$ cat config.mk
export PLATFORM = sky130hd
export DESIGN_NAME = trigger_capture_ctrl
export DESIGN_NICKNAME = d
export VERILOG_FILES = /design/src/rtl/trigger_capture_ctrl.sv
export SDC_FILE = /design/constraint.sdc
export NUM_CORES = 1
export LEC_CHECK = 0
export CAP_MARGIN = 20
export CORE_MARGIN = 2
export CORE_UTILIZATION = 45
export DETAILED_ROUTE_END_ITERATION = 16
export PLACE_DENSITY = 0.67
export SYNTH_ARGS = -nofsm -noshare
export SYNTH_HDL_FRONTEND = slang
export SYNTH_SLANG_ARGS = --single-unit
$ cat constraint.sdc
create_clock -name clock -period 3.8 [get_ports clock]
set_input_delay 0.76 -clock clock [delete_from_list [all_inputs] [get_ports clock]]
set_output_delay 0.76 -clock clock [all_outputs]
set_load 0.01 [all_outputs]
$ cat src/rtl/trigger_capture_ctrl.sv
`timescale 1ns/1ps
`default_nettype none
// +----------------------------------------------------------------------+
// | trigger_capture_ctrl: pretrigger capture controller (auto/normal/    |
// | single). Define TRIG_HYST_EN to enable trigger hysteresis.           |
// | Rev 1.0                                                              |
// +----------------------------------------------------------------------+
module trigger_capture_ctrl #(
  parameter int DATA_W       = 12,
  parameter int DEPTH        = 640,
  parameter int ADDR_W       = 10,
  parameter int PRE          = 160,
  parameter int AUTO_TIMEOUT = 2048,
  parameter int HYST         = 16
) (
  input  logic              clock,
  input  logic              reset,
  input  logic              sample_valid,
  input  logic [DATA_W-1:0] sample_data,
  input  logic [DATA_W-1:0] trig_level,
  input  logic              trig_slope,
  input  logic [1:0]        trig_mode,
  input  logic              arm,
  input  logic              frame_done,
  output logic              wr_en,
  output logic [ADDR_W-1:0] wr_addr,
  output logic [DATA_W-1:0] wr_data,
  output logic [ADDR_W-1:0] start_addr,
  output logic              capture_done,
  output logic              triggered,
  output logic [2:0]        state_out
);

  localparam logic [2:0] c_IDLE    = 3'd0;
  localparam logic [2:0] c_PREFILL = 3'd1;
  localparam logic [2:0] c_ARMED   = 3'd2;
  localparam logic [2:0] c_POST    = 3'd3;
  localparam logic [2:0] c_HOLD    = 3'd4;

  localparam int              c_AUTO_W    = (AUTO_TIMEOUT > 1) ? $clog2(AUTO_TIMEOUT) : 1;
  localparam logic [c_AUTO_W-1:0] c_AUTO_LAST = c_AUTO_W'(AUTO_TIMEOUT - 1);
  localparam logic [ADDR_W-1:0] c_LAST_ADDR = ADDR_W'(DEPTH - 1);
  localparam logic [ADDR_W-1:0] c_PRE_LAST  = ADDR_W'((PRE > 0) ? PRE - 1 : 0);
  localparam logic [ADDR_W-1:0] c_POST_N    = ADDR_W'(DEPTH - PRE - 1);
  localparam logic [ADDR_W-1:0] c_PRE_A     = ADDR_W'(PRE);
  localparam logic [ADDR_W-1:0] c_WRAP_OFF  = ADDR_W'(DEPTH - PRE);

  logic [2:0]          r_state, w_next;
  logic [1:0]          r_mode;
  logic [ADDR_W-1:0]   r_ptr, r_cnt, w_ptr_next, w_start;
  logic [c_AUTO_W-1:0] r_auto;
  logic [DATA_W-1:0]   r_prev;
  logic                r_prev_valid;
  logic                w_rise, w_fall, w_real, w_timeout, w_fire, w_armed_smp;
  logic                w_write, w_enter_pre, w_enter_armed, w_done, w_sample_mode;

  // Pointer math stays modulo DEPTH, which need not be a power of two.
  assign w_ptr_next = (r_ptr == c_LAST_ADDR) ? '0 : r_ptr + 1'b1;
  assign w_start    = (r_ptr >= c_PRE_A) ? r_ptr - c_PRE_A : r_ptr + c_WRAP_OFF;
  assign w_armed_smp = (r_state == c_ARMED) && sample_valid;
  assign state_out  = r_state;

`ifdef TRIG_HYST_EN
  localparam logic [DATA_W:0] c_HYST = (DATA_W + 1)'(HYST);

  logic              r_seen_lo, r_seen_hi;
  logic [DATA_W:0]   w_lo_diff, w_hi_sum;
  logic [DATA_W-1:0] w_lo, w_hi;

  assign w_lo_diff = {1'b0, trig_level} - c_HYST;
  assign w_hi_sum  = {1'b0, trig_level} + c_HYST;
  assign w_lo      = w_lo_diff[DATA_W] ? '0 : w_lo_diff[DATA_W-1:0];
  assign w_hi      = w_hi_sum[DATA_W]  ? '1 : w_hi_sum[DATA_W-1:0];

  // Re-arm flags: the signal must leave the band before another edge counts.
  always_ff @(posedge clock) begin
    if (reset) begin
      r_seen_lo <= 1'b0;
      r_seen_hi <= 1'b0;
    end else if (w_enter_armed || w_fire) begin
      r_seen_lo <= 1'b0;
      r_seen_hi <= 1'b0;
    end else if (w_armed_smp) begin
      if (sample_data < w_lo) r_seen_lo <= 1'b1;
      if (sample_data > w_hi) r_seen_hi <= 1'b1;
    end
  end
`endif

  always_comb begin
    w_rise = r_prev_valid && (r_prev < trig_level) && (sample_data >= trig_level);
    w_fall = r_prev_valid && (r_prev > trig_level) && (sample_data <= trig_level);
`ifdef TRIG_HYST_EN
    w_rise = w_rise && r_seen_lo;
    w_fall = w_fall && r_seen_hi;
`endif
    w_real    = w_armed_smp && (trig_slope ? w_fall : w_rise);
    w_timeout = w_armed_smp && (r_mode == 2'b00) && (r_auto == c_AUTO_LAST);
    w_fire    = w_real || w_timeout;
  end

  always_ff @(posedge clock) begin
    if (reset) r_state <= c_IDLE;
    else       r_state <= w_next;
  end

  always_comb begin
    w_next = r_state;
    case (r_state)
      c_IDLE:    if ((trig_mode != 2'b10) || arm) w_next = c_PREFILL;
      c_PREFILL: begin
        if (PRE == 0) w_next = c_ARMED;
        else if (sample_valid && (r_cnt == c_PRE_LAST)) w_next = c_ARMED;
      end
      c_ARMED:   if (w_fire) w_next = (DEPTH - PRE - 1 == 0) ? c_HOLD : c_POST;
      c_POST:    if (sample_valid && (r_cnt == ADDR_W'(1))) w_next = c_HOLD;
      c_HOLD:    if (frame_done) w_next = (trig_mode == 2'b10) ? c_IDLE : c_PREFILL;
      default:   w_next = c_IDLE;
    endcase
  end

  always_comb begin
    w_write       = sample_valid &&
                    ((r_state == c_PREFILL) || (r_state == c_ARMED) || (r_state == c_POST));
    w_enter_pre   = (w_next == c_PREFILL) && (r_state != c_PREFILL);
    w_enter_armed = (w_next == c_ARMED)   && (r_state != c_ARMED);
    w_done        = (w_next == c_HOLD)    && (r_state != c_HOLD);
    w_sample_mode = (r_state == c_IDLE)   || (r_state == c_HOLD);
  end

  always_ff @(posedge clock) begin
    if (reset) begin
      wr_en        <= 1'b0;
      wr_addr      <= '0;
      wr_data      <= '0;
      start_addr   <= '0;
      capture_done <= 1'b0;
      triggered    <= 1'b0;
      r_mode       <= 2'b00;
      r_ptr        <= '0;
      r_cnt        <= '0;
      r_auto       <= '0;
      r_prev       <= '0;
      r_prev_valid <= 1'b0;
    end else begin
      wr_en        <= w_write;
      capture_done <= w_done;
      if (w_sample_mode) r_mode <= trig_mode;
      if (w_write) begin
        wr_data      <= sample_data;
        wr_addr      <= r_ptr;
        r_ptr        <= w_ptr_next;
        r_prev       <= sample_data;
        r_prev_valid <= 1'b1;
      end
      case (r_state)
        c_PREFILL: if (w_write) r_cnt <= r_cnt + 1'b1;
        c_ARMED: begin
          if (w_fire) begin
            start_addr <= w_start;
            triggered  <= w_real;
            r_cnt      <= c_POST_N;
          end else if (sample_valid) begin
            r_auto <= r_auto + 1'b1;
          end
        end
        c_POST:    if (w_write) r_cnt <= r_cnt - 1'b1;
        default:   ;
      endcase
      if (w_enter_pre) begin
        r_ptr        <= '0;
        r_cnt        <= '0;
        r_prev_valid <= 1'b0;
      end
      if (w_enter_armed) r_auto <= '0;
    end
  end

endmodule
`default_nettype wire
Word-level counts from Yosys, hierarchy flattened
Index checks and enable logic that the tools add are counted.

Word-level logic and storage cells: 84. Output and inout bits: 38. Input port bits: 32. Register bits after elaboration: 72.

$add $sub $neg: 6. Reduce and logical (&&, ||, !) cells: 27. Multiplexer cells: 14. Equality and inequality tests: 19. Order comparisons: 5. Bitwise logic cells: 1.

Operator list (number): 10-bit two-way mux (5); 10-bit case mux with 3 select lines (1); 10-bit by 1-bit adder with 10-bit output (second input constant) (2); 3-bit two-way mux (5); 3-bit case mux with 5 select lines (1); 1-bit logical AND (14); 12-bit >= comparator (1); 12-bit greater-than comparator (1); 12-bit less-or-equal comparator (1); 12-bit < comparator (1); 11-bit by 1-bit adder with 11-bit output (second input constant) (1); 11-bit equality test (second input constant) (1); 10-bit by 9-bit adder with 10-bit output (second input constant) (1); 10-bit by 1-bit equality test with 1-bit output (second input constant) (1); 10-bit equality test (second input constant) (1); 10-bit by 8-bit equality test with 1-bit output (second input constant) (1); 10-bit by 8-bit >= comparator with 1-bit output (second input constant) (1); 10-bit by 1-bit subtractor with 10-bit output (second input constant) (1); 10-bit by 8-bit subtractor with 10-bit output (second input constant) (1); 3-bit by 2-bit equality test with 1-bit output (second input constant) (3); 2-bit inequality test (second input constant) (4); 3-bit by 1-bit equality test with 1-bit output (second input constant) (2); 3-bit equality test (second input constant) (2); 1-bit logical OR (5); other kinds (13) (15).

Longest topological paths before layout
Gate-level depths: netlist of run 1.

Word-level depth: 11. Depth in mapped cells: 11. Gate-level depth less buffers: 10.

Least setup slack after synthesis of run 1
Ideal clock, no wire load.

Path type: input to register. Start point: in trig_level[1]. End point: reg r_auto[9]. Stages on the path: 11. Setup slack: 0.844 ns. Required time: 3.729 ns. Setup time: 0.071 ns. Arrival: 2.886 ns. Path buffers: 1. Cells stage by stage: inv_1 > ha_1 > nor2b_1 > o211ai_2 > a21oi_2 > a2111oi_4 > mux2i_4 > nand3_2 > buf_6 > or3_1 > a21oi_1.

Word-level cells in the longest chain between the ends: 11. Elaborated cells on any way between the ends: 18. Classes of those cells: 4 x order compare; 1 x eq/ne; 3 x mux; 1 x bitwise; 9 x reduce/logical.

Ends and longest elaborated chain: start, declared (RTL line 20) `input logic [DATA_W-1:0] trig_level,`; 12-bit < comparator or 12-bit greater-than comparator (tied branches) (RTL line 91, 92); 1-bit logical AND, on equally long branches (2 in series) (RTL line 91, 92); 1-bit two-way mux * (RTL line 97) `w_real = w_armed_smp && (trig_slope ? w_fall : w_rise);`; 1-bit logical AND * (RTL line 97); 1-bit logical OR * (RTL line 99) `w_fire = w_real || w_timeout;`; 3-bit two-way mux (RTL line 115) `c_ARMED: if (w_fire) w_next = (DEPTH - PRE - 1 == 0) ? c_HOLD : c_POST;`; 3-bit case mux with 5 select lines (RTL line 109) `case (r_state)`; 3-bit by 2-bit equality test with 1-bit output (RTL line 126) `w_enter_armed = (w_next == c_ARMED) && (r_state != c_ARMED);`; 1-bit logical AND (RTL line 126); 2-bit OR reduction (no source line); end signal, assigned (RTL line 164) `r_auto <= r_auto + 1'b1;`; end, declared (RTL line 51) `logic [c_AUTO_W-1:0] r_auto;`.

Mark *: on every way between the ends. The rest lies on a longest branch, timed or not. A chain may end at the register's enable or synchronous reset.

Final worst setup path of run 1
Start point: in trig_level[11]. End point: reg r_auto[8].

The elaborated chain is that of the path after synthesis.

==> flow_summary.toml, run 1 <==
[run_status]
outcome = "completed"

[drt]
viasPerCell = 5.74
firstDrtPassIters = 5
drc_errors = 0
routedWlPerCell_um = 14.9
first_iter_violations = 186
vias = 3885
ant_nets = 0
routed_wl_mm = 10.1

[timing]
worst_pin_slew_ps = 663
timing.final.setup_violations = 0
fin_crit_sh = 0.879
hold_viol = 0
min_period_ps = 3340
hold_ws_ps = 457
rsz0062_at_grt = "no"
clock_skew_ps = 13.1
slew-limit-headroom = 0.554
fmax_mhz = 299
fin_setup_tns_ps = 0
report.final.slew_viol_count = 0
setup_ws_ps = 460

[floorplan]
start_util = 0.462
io_pins = 70
dieWidth_um = 98.6
rows = 34
coreArea_mm2 = 0.00872
dieHeight_um = 98.6
dieArea_mm2 = 0.00973

[global_routing]
first_global_vias = 3671
grt_max_degree = 39
overflow = 0
grt_usage = 0.216
grt_pass1_wl_mm = 17.3
antenna_found_initial = 0

[layout]
syn_to_final_growth_pct = 24.5
area.sequential_mm2 = 0.00144
multi_input_area_mm2 = 0.00240
design_area_mm2 = 0.00502
fillers = 830
layout-drive-gt1-share = 0.0633
fin_util = 0.575
nNetsFinal = 628
final_cell_mix = "73 x nand2_1, 72 x dfxtp_1, 69 x clkdlybuf4s50_1"
layout_commonest_cell = "nand2_1"
num_antenna_cells = 0
stdcell_count = 677

[pwr]
leakagePower_nw = 1.92
ir_drop_mv = 0.189
power_density_mw_per_mm2 = 314
finalPower_mw = 1.58

[logic_synthesis]
ys_types = 58
netlist_instances = 503
yosysTopAreaCell = "dfxtp_1"
syn-mean-instance-area_um2 = 8.01
netlist.area_leader.share = 0.358
syn_nets = 567
yosys_warnings = 0
syn_area_mm2 = 0.00403
synth_area_leaders = "dfxtp_1 36%, ha_1 9.9%, a21oi_1 7.2%"
ys.flop_type = "dfxtp_1"
synth_edf_count = 0
synth-seq-cells = 72
yosysSeqAreaShare = 0.358
async_flop_share = 0

[place]
port_buffers = 69
dp_hpwl_mm = 7.40
dp.cells = 661
pre_cts_ws_ps = 128
place.gp.congestion = 0.855
dpl_cell_area_mm2 = 0.00482

[worst_setup_path]
arrival_ps = 3630
cp.buffers_inverters = 2
critPathMaxFanout = 14
critPathLaunch = "trig_level[11]"
ff2ff_setup_slack_ps = 1160
slowest_delay_ps = 470
slowest_stage = "clkdlybuf4s50_1"
worst-path-stages = 11
critPathCapture = "r_auto[8]"
crit_type = "in -> reg"
start_kind = "input pin"
r2r-end = "r_auto[8]"
crit_required_ps = 4090
critPathCaptureType = "register"
path_cells = "clkdlybuf4s50_1 -> inv_1 -> ha_1 -> nand4_1 -> or2_1 -> a21oi_2 -> a2111oi_4 -> mux2i_4 -> nand3_2 -> or4_1 -> a21oi_1"
ff2ff_path_depth = 9
r2r_start = "r_prev[7]"
critical-path-top-delay-family = "simple AND/OR/NAND/NOR gates"

[clock_tree]
cts_hold_buffers = 0
clockBufferDepth = 2
ctsRootBufferMaster = "clkbuf_8"
cts-buffers-inserted = 9
tritoncts = "built"
cts_sinks = 72
clk_pin_slew_ps = 80
clk_latency_ps = 360
post-cts-setup-buffers = 0
htreeDepth = 3
cts_resized = 0

[run]
drv_cap = 0

[min_path]
hold_path.class = "reg -> reg"
-- state kept, by name (all words and copies together) (netlist names) --
name and cells:
r_ptr 10, wr_en 1, r_mode 2, r_cnt 10
wr_addr 10, r_auto 11, capture_done 1, r_prev_valid 1
start_addr 10, state_out 3, triggered 1, r_prev 12
-- synthesized netlist by cell type, types with 2 or more instances --
| cell | n |
|---|---|
| dfxtp_1 | 72 |
| o311ai_0 | 2 |
| xnor2_1 | 2 |
| nor2_1 | 46 |
| or3_1 | 7 |
| buf_1 | 2 |
| nand3b_1 | 2 |
| mux2i_1 | 10 |
| a31oi_1 | 4 |
| nand4_1 | 17 |
| and2_1 | 4 |
| and3_1 | 8 |
| o22ai_1 | 3 |
| o31ai_1 | 6 |
| o21ai_0 | 19 |
| nor2b_1 | 7 |
| a21oi_1 | 58 |
| nor3_1 | 5 |
| o21ai_1 | 2 |
| xor2_1 | 12 |
| ha_1 | 32 |
| o221a_2 | 3 |
| a211oi_1 | 5 |
| clkbuf_1 | 22 |
| nand2_1 | 73 |
| inv_1 | 21 |
| o221ai_1 | 2 |
| o211ai_1 | 3 |
| nand3_1 | 17 |
| and4_1 | 3 |
| a21o_1 | 2 |
| or4_1 | 2 |
| nor4_1 | 2 |
| nor3b_1 | 4 |
-- worst reg2reg max path: stages, from the launching register on --
cell and delay [ps]:
dfxtp_1 340, ha_1 320, nand4_1 170, o311a_1 360, o21ai_1 80, a21oi_1 100, o21ai_2 320, nand3_2 290
or4_1 470, a21oi_1 140
-- layer usage --
| layer | share of wire | vias to the layer above | global-route usage |
|---|---|---|---|
| met3 | 0.047 | 18 | 0.0348 |
| met4 | 0.015 | 0 | 0.0790 |
| met2 | 0.47 | 117 | 0.348 |
| li1 | - | 1926 | - |
| met5 | 0 | - | 0 |
| met1 | 0.46 | 1824 | 0.292 |
-- kinds of logic (layout without fill, tap and decap cells) --
| logic type | count (synthesis) | after routing | share of synthesized area |
|---|---|---|---|
| AO/OA/AOI/OAI | 123 | 123 | 0.193 |
| AND/OR/NAND/NOR | 202 | 202 | 0.240 |
| adder cells (fa/ha/maj) | 32 | 32 | 0.0994 |
| flip-flops | 72 | 72 | 0.358 |
| buffers and inverters | 49 | 115 | 0.0488 |
| XOR/XNOR | 14 | 14 | 0.0304 |
| multiplexers | 11 | 11 | 0.0304 |
-- how the worst min path moves through the flow --
| stage | startpoint | to | slack (ps) | depth (start not counted) |
|---|---|---|---|---|
| global route | wr_addr[3] | wr_addr[3] | 490 | 2 |
| floorplan | r_auto[8] | r_auto[8] | 450 | 2 |
| detailed placement | wr_addr[1] | wr_addr[1] | 450 | 2 |
| global placement | wr_addr[1] | wr_addr[1] | 440 | 2 |
| finish | wr_addr[1] | wr_addr[1] | 460 | 2 |
| CTS | wr_addr[1] | wr_addr[1] | 460 | 2 |
-- report_power, final --
part	internal, mW	leakage (nW)	switching (mW)
sequential	0.764	0.582	0.0131
clock	0.305	0.0887	0.310
combinational	0.0851	1.24	0.0984
total	1.16	1.92	0.421
-- layout make-up --
class                           count  share of cell area
Sequential cell                    72               0.287
Inverter                           22              0.0165
Tap cell                          108              0.0269
Timing Repair Buffer               77               0.152
Clock inverter                      6              0.0140
Clock buffer                       10              0.0254
Multi-Input combinational cell    382               0.478
No activity file was read; power rests on OpenSTA's default activity.
==> run 2: changes to the inputs <==
CORE_UTILIZATION = 51   (was 45)
PLACE_DENSITY = 0.74   (was 0.67)
==> flow_summary.toml, run 2 (synthesis gave the netlist of run 1 again) <==
[run_status]
outcome = "completed"

[place]
dp_hpwl_mm = 7.33
place.gp.congestion = 0.894
dpl_cell_area_mm2 = 0.00481
port_buffers = 69

[worst_setup_path]
crit_type = "in -> reg"
crit_required_ps = 4080
critPathLaunch = "trig_level[1]"
r2r_start = "r_prev[7]"
slowest_delay_ps = 460
start_kind = "input pin"
arrival_ps = 3620
critical-path-top-delay-family = "simple AND/OR/NAND/NOR gates"
critPathMaxFanout = 14
slowest_stage = "or4_1"
cp.buffers_inverters = 2
path_cells = "clkdlybuf4s50_1 -> inv_1 -> ha_1 -> nor2b_1 -> o211ai_2 -> a21oi_2 -> a2111oi_4 -> mux2i_4 -> nand3_2 -> or4_1 -> a21oi_1"
critPathCaptureType = "register"

[clock_tree]
tritoncts = "built"
clockBufferDepth = 2
post-cts-setup-buffers = 0
clk_latency_ps = 340
cts_resized = 0
clk_pin_slew_ps = 70
cts_sinks = 72
cts_hold_buffers = 0
cts-buffers-inserted = 9
htreeDepth = 3
ctsRootBufferMaster = "clkbuf_8"

[pwr]
clkPwrFrac = 0.406
power_density_mw_per_mm2 = 322
ir_drop_mv = 0.225
p_int_mw = 1.22
leakagePower_nw = 1.93
p_sw_mw = 0.402
sw_frac_of_total = 0.248
power_frac_comb = 0.113
p_seq_frac = 0.481

[timing]
fin_crit_sh = 0.881
slew-limit-headroom = 0.553
fmax_mhz = 299
worst_pin_slew_ps = 664
report.final.slew_viol_count = 0
timing.final.setup_violations = 0
clock_skew_ps = 9.38
hold_viol = 0
rsz0062_at_grt = "no"
fin_setup_tns_ps = 0
min_period_ps = 3350

[floorplan]
coreArea_mm2 = 0.00769
rows = 32
start_util = 0.524
dieHeight_um = 92.9
dieWidth_um = 92.9
dieArea_mm2 = 0.00863
io_pins = 70

[drt]
drc_errors = 0
routedWlPerCell_um = 15.4
ant_nets = 0
routed_wl_mm = 10.3
firstDrtPassIters = 4
first_iter_violations = 151
vias = 3860
viasPerCell = 5.76

[layout]
design_area_mm2 = 0.00502
reg.largest.list = "r_prev x12, r_auto x11"
num_antenna_cells = 0
layout_commonest_cell = "nand2_1"
nNetsFinal = 628
largest_reg_flops = 12
regMostFlops = "r_prev"
final_cell_mix = "73 x nand2_1, 72 x dfxtp_1, 69 x clkdlybuf4s50_1"
layout-drive-gt1-share = 0.0616
fillers = 677
syn_to_final_growth_pct = 24.6

[global_routing]
grt_max_degree = 39
grt_pass1_wl_mm = 17.0
overflow = 0
first_global_vias = 3693
antenna_found_initial = 0
grt_usage = 0.242

[run]
drv_cap = 0

[min_path]
holdCritStartpoint = "wr_addr[1]"
hold_path.class = "reg -> reg"
## run 2: worst paths after layout
kind / endpoint / slack [ps] / cells past startpoint
worst max register to register: r_auto[8] / 1140 / 9
worst min register to register: wr_addr[1] / 460 / 2
worst max-delay path: r_auto[8] / 450 / 11
worst min-delay path: wr_addr[1] / 460 / 2
## run 2: area by class of cell
cell class                 count  area (µm²)  area share
tap                          102         128      0.0254
clock buffer                  10         128      0.0254
sequential                    72        1440       0.287
timing repair buffer          77         763       0.152
clock inverter                 5        81.3      0.0162
inverter                      22        82.6      0.0165
multi-input combinational    382        2400       0.477
## run 2: power by group through the flow
stage	sequential (mW)	combinational [mW]	clock, mW
4_1_cts	0.778	0.182	0.672
5_1_grt	0.780	0.203	0.701
6_report	0.778	0.183	0.658
2_1_floorplan	0.793	0.100	0
3_5_place_dp	0.795	0.181	0
3_3_place_gp	0.795	0.178	0
## run 2: stage by stage
step	power (mW)	hold WS (ps)	setup WS (ps)	instances	utilization
2_1_floorplan	0.893	448	844	503	-
3_3_place_gp	0.973	443	190	655	0.626
3_5_place_dp	0.976	449	101	655	0.626
4_1_cts	1.63	460	459	670	0.653
5_1_grt	1.68	483	248	670	0.653
6_report	1.62	456	453	670	0.653
## run 2: worst register-to-register path, stage by stage (launching register included)
cell     delay [ps]
dfxtp_1         340
ha_1            320
nand4_1         180
o311a_1         370
o21ai_1          90
a21oi_1         110
o21ai_2         310
nand3_2         290
or4_1           470
a21oi_1         140
## run 2: layer usage
layer / global-route usage / wire length, µm
met2: 0.399 / 4860
met4: 0.0760 / 172
met5: 0 / 0
met1: 0.319 / 4690
met3: 0.0504 / 579
